--- src/rtl/wb_trace_serializer.sv ---
// Dual-issue writeback trace serializer.
//
// This block accepts up to two register-writeback commits per cycle. Lane 0 is
// older than lane 1. Commits are buffered in a FIFO and emitted strictly in
// program order, one per cycle, on the debug_wb_* trace port.
//
// Ports:
//   clk, resetn            core clock; asynchronous active-low reset
//   wb{0,1}_en/rd/wdata/pc commit lanes (lane 0 older)
//   out_ready              trace sink accepts the head entry
//   debug_wb_pc/rf_wen/rf_wnum/rf_wdata
//                          head entry, all zero while the FIFO is empty
//   stall_req              pipeline must not present commits (fewer than 2 free slots)
//   overflow               sticky: commits were presented while stalled and dropped
//   commit_cnt             number of entries popped (wraps)
//
// Optional feature: define WB_TRACE_SKIP_R0_EN to drop writes to $0. Such writes
// are not buffered and do not consume a slot.
module wb_trace_serializer #(
  parameter int unsigned DEPTH = 8
) (
  input  logic        clk,
  input  logic        resetn,
  input  logic        wb0_en,
  input  logic [4:0]  wb0_rd,
  input  logic [31:0] wb0_wdata,
  input  logic [31:0] wb0_pc,
  input  logic        wb1_en,
  input  logic [4:0]  wb1_rd,
  input  logic [31:0] wb1_wdata,
  input  logic [31:0] wb1_pc,
  input  logic        out_ready,
  output logic [31:0] debug_wb_pc,
  output logic [3:0]  debug_wb_rf_wen,
  output logic [4:0]  debug_wb_rf_wnum,
  output logic [31:0] debug_wb_rf_wdata,
  output logic        stall_req,
  output logic        overflow,
  output logic [31:0] commit_cnt
);

  localparam int unsigned AW = $clog2(DEPTH);
  // Fewer than two free slots means count >= DEPTH-1.
  localparam logic [AW:0] StallLevel = (AW + 1)'(DEPTH - 1);

  typedef struct packed {
    logic [31:0] pc;
    logic [4:0]  rd;
    logic [31:0] wdata;
  } entry_t;

  entry_t        mem_q [DEPTH];
  logic [AW-1:0] head_q, head_d;
  logic [AW-1:0] tail_q, tail_d;
  logic [AW:0]   count_q, count_d;
  logic          overflow_q, overflow_d;
  logic [31:0]   commit_cnt_q, commit_cnt_d;

  logic          lane0_ok, lane1_ok;
  logic          do_push0, do_push1, pop, out_valid;
  logic [AW:0]   n_push;
  logic [AW-1:0] wr1_idx;
  entry_t        head_entry;

`ifdef WB_TRACE_SKIP_R0_EN
  assign lane0_ok = wb0_en && (wb0_rd != 5'd0);
  assign lane1_ok = wb1_en && (wb1_rd != 5'd0);
`else
  assign lane0_ok = wb0_en;
  assign lane1_ok = wb1_en;
`endif

  assign out_valid  = (count_q != '0);
  assign stall_req  = (count_q >= StallLevel);
  assign head_entry = mem_q[head_q];

  always_comb begin
    do_push0     = !stall_req && lane0_ok;
    do_push1     = !stall_req && lane1_ok;
    pop          = out_valid && out_ready;
    n_push       = {{AW{1'b0}}, do_push0} + {{AW{1'b0}}, do_push1};
    // Lane 1 lands behind lane 0 only when lane 0 actually took a slot.
    wr1_idx      = tail_q + {{(AW - 1){1'b0}}, do_push0};
    tail_d       = tail_q + n_push[AW-1:0];
    head_d       = head_q + {{(AW - 1){1'b0}}, pop};
    count_d      = count_q + n_push - {{AW{1'b0}}, pop};
    overflow_d   = overflow_q || (stall_req && (lane0_ok || lane1_ok));
    commit_cnt_d = commit_cnt_q + {31'd0, pop};
  end

  always_ff @(posedge clk or negedge resetn) begin
    if (!resetn) begin
      head_q       <= '0;
      tail_q       <= '0;
      count_q      <= '0;
      overflow_q   <= 1'b0;
      commit_cnt_q <= '0;
    end else begin
      head_q       <= head_d;
      tail_q       <= tail_d;
      count_q      <= count_d;
      overflow_q   <= overflow_d;
      commit_cnt_q <= commit_cnt_d;
    end
  end

  // Storage is not reset; count_q gates every read.
  always_ff @(posedge clk) begin
    if (do_push0) mem_q[tail_q] <= '{pc: wb0_pc, rd: wb0_rd, wdata: wb0_wdata};
    if (do_push1) mem_q[wr1_idx] <= '{pc: wb1_pc, rd: wb1_rd, wdata: wb1_wdata};
  end

  always_comb begin
    debug_wb_pc       = '0;
    debug_wb_rf_wnum  = '0;
    debug_wb_rf_wdata = '0;
    debug_wb_rf_wen   = {4{out_valid}};
    if (out_valid) begin
      debug_wb_pc       = head_entry.pc;
      debug_wb_rf_wnum  = head_entry.rd;
      debug_wb_rf_wdata = head_entry.wdata;
    end
  end

  assign overflow   = overflow_q;
  assign commit_cnt = commit_cnt_q;

endmodule
--- config.mk ---
export PLATFORM = sky130hd
export DESIGN_NAME = wb_trace_serializer
export DESIGN_NICKNAME = d
export VERILOG_FILES = /design/src/rtl/wb_trace_serializer.sv
export SDC_FILE = /design/constraint.sdc
export NUM_CORES = 1
export LEC_CHECK = 0
export BUFFER_PORTS_ARGS = -buffer_cell sky130_fd_sc_hd__buf_2
export CAP_MARGIN = 15
export CORE_MARGIN = 5
export CORE_UTILIZATION = 55
export DETAILED_ROUTE_END_ITERATION = 12
export PLACE_DENSITY = 0.71
export SLEW_MARGIN = 30
export SYNTH_ARGS = -nofsm -noshare
export SYNTH_HDL_FRONTEND = slang
export SYNTH_SLANG_ARGS = --single-unit
--- constraint.sdc ---
create_clock -name clk -period 9.8 [get_ports clk]
set_clock_uncertainty 0.15 [all_clocks]
set_input_delay 0.49 -clock clk [delete_from_list [all_inputs] [get_ports clk]]
set_output_delay 0.49 -clock clk [all_outputs]
set_load 0.02 [all_outputs]
==> metrics <==
status finished clean; vias in the first global route between 15000 and 20000; most numerous cell in the Yosys netlist edfxtp_1; Post-Syn Area per Cell around 16 um2; Seq pwr share around 38%; Clk network pwr share between 20% and 30%; Nets 2294; fin area about 34000 um2; post-synth cell types 45; clk root buf clkbuf_16; Internal Power 6.187 mW; top post-synthesis cells by count edfxtp_1, mux2_2, a211oi_1, mux2_4, nor2b_1; CP arrival 4.75 ns; Multi-input gate area between 10000 and 15000 um2; FF+latch count, synth approximately 600; Starting DRT DRC Count approximately 1100; r2r endpoint mem_q[7][2]; share of the synthesized area in the top cell type 54.28%; postcts setup bufs 0; Post-synth top flop edfxtp_1; Psw between 3 and 4 mW; Tightest Pin Transition 0.9734 ns; Post-Syn Area approximately 31000 um2; clk_lat worst skew 0.59 ns; Setup CP Type flop to flop; DR DRC count 0; Area Overhead vs Synth 12.47%; total grt overflow 0; CP max-delay cell buf_4; Routed Antenna Nets 0; max-slew violation count 0; hold buffer count at cts 1; Final setup viols 0; Final Wtd Congestion approximately 0.80; pin count of the biggest net entering global routing approximately 140; CP cell instances inv_1, ha_1, a31oi_4, and2_1, ha_1, ha_1, xor2_1, nand2_1, nor2_4, buf_4, mux2_2; final core occ between 60% and 70%; synth top area cells edfxtp_1, mux2_2, mux2_4; critical path fanouts, max 47; register area between 15000 and 20000 um2; Max H-tree Level 3; setup slack, reg-to-reg ~5.2 ns; Worst Hold Path Cells 3; post-route setup slack roughly 5.2 ns; Post-synth ARST share just over 7%; Die Area a little over 60000 um2; Die Wd ~250 um; leakage power 12.10 nW; total via count in the routed design around 18000; FF-to-FF Start count_q[3]; Post-Route WL between 70000 and 80000 um; Worst Path Required 9.99 ns; DRT Pass-1 Iters 7; Critical Path Start Type flop; FF-to-FF path depth 11; Seq/Total Area, Yosys 57.81%; Longest Clk Path Bufs 3; HP Class primary input to flop; pwr dens roughly 280 nW/um2; dpl cells 2812; final cell count without fillers roughly 2900; TritonCTS buffer count 66; Setup WS pre-CTS just over 5 ns; CTS resizes 0; Endpoint, Worst Hold overflow; share of cells above drive strength 1 roughly 45%; die height approximately 250 um; Tmin final around 4.6 ns; final period utilization about 47%; worst vdd ir 232.5 uV; CTS Sinks about 600; Gate power share between 30% and 40%; Rows 86; Tot Pwr between 9 and 10 mW; switching share of power between 30 and 40%; core footprint ~55000 um2; # fillers between 4000 and 5000; Cells after Synth approximately 1900; max cap viols 0; fmax between 0.2 and 0.25 GHz; CTS tree done; Sum Neg Setup Slack 0 ns; Min Hold Slack between 0.07 and 0.08 ns; slowest stage delay, CP 0.77 ns; first-pass GRT wire length roughly 110000 um; synth warn 0; initial antenna violation count 11; EDFF count, synth between 500 and 600; Hold Startpoint wb0_en; DR vias/cell about 6.0; Global Route Usage Sum 23.66%; post-synth top area cell edfxtp_1; final hold violations 0; Crit. End Element flop; HPWL Detailed 41050 um; Worst slew margin 35.11%; syn nets between 2000 and 2500; PortBufs around 250; IO Pins 250; Placement Cell Area 32330 um2; average wire per standard cell 24.59 um; cell mode on critical path ha_1; Reg clk slew, reported paths 0.06 ns; Initial Util a little under three fifths; unrepaired setup endpoints after global routing false
-- power groups by stage --
stage | logic [mW] | clock network [mW] | registers [mW]
floorplan | 2.65 | 0 | 3.66
global placement | 3.69 | 0 | 3.69
detailed placement | 3.77 | 0 | 3.71
CTS | 3.78 | 2.35 | 3.66
global route | 4.01 | 2.45 | 3.70
finish | 3.74 | 2.30 | 3.66
-- layer usage --
metal | track usage [%] | vias up | routed length [um]
li1 | - | 8045 | -
met1 | 31.74 | 9192 | 30660
met2 | 40.22 | 421 | 36590
met3 | 4.109 | 103 | 3567
met4 | 6.597 | 4 | 1387
met5 | 0 | - | 24
-- sequential cells by signal, indices dropped and copies added, names as in the netlist --
name        count
overflow        1
mem_q         552
count_q         4
tail_q          3
commit_cnt     32
head_q          3
-- worst max path at each step --
stage,from,to,slack (ns)
CTS,count_q[3],mem_q[7][27],5.22
global route,count_q[3],mem_q[7][20],5.02
detailed placement,count_q[3],mem_q[7][19],5.20
global placement,count_q[3],mem_q[7][16],5.36
floorplan,count_q[3],mem_q[0][0],2.73
finish,count_q[3],mem_q[7][2],5.24
-- cells by family (layout without fill, tap and decap cells) --
group,count (synthesis),after routing,synth area share [%]
adders and majority gates,17,17,0.7457
AOI/OAI and AO/OA,149,149,3.675
other,0,7,0
and+or+nand+nor,357,357,6.658
xor gates and xnor gates,36,36,1.057
muxes,621,621,27.14
DFF,595,595,57.81
buffers and inverters,155,407,2.917
-- cell type report --
class | instances | area share [%]
flip-flops and latches | 595 | 51.43
repair buffers | 277 | 4.525
clock buffers | 96 | 5.446
multi-input cells | 1180 | 35.40
diodes | 7 | 0.05100
well taps | 748 | 2.725
inverters | 14 | 0.1530
clock inverters | 20 | 0.2732
-- cell usage in the layout (no fill, tap or decap), types with 15 or more instances in the layout --
master     count
mux2_4       138
a211oi_1     138
buf_2        248
clkbuf_16     71
edfxtp_1     552
mux2_1        21
nor2b_1      138
nor2_1        78
mux2_2       393
nor4_1        69
dfrtp_1       40
buf_4         17
mux4_2        69
clkbuf_1      25
xnor2_1       25
ha_1          15
-- critical path, delay by kind of cell (launching register included) --
kind	cells	cell delay (ns)
AO/OA/AOI/OAI	1	0.32
AND/OR/NAND/NOR	3	1.19
XOR/XNOR	1	0.32
buffers and inverters	2	0.85
flip-flops	1	0.39
multiplexers	1	0.42
adder cells (fa/ha/maj)	3	0.60
Note: power is estimated with default switching activity, not from simulation.
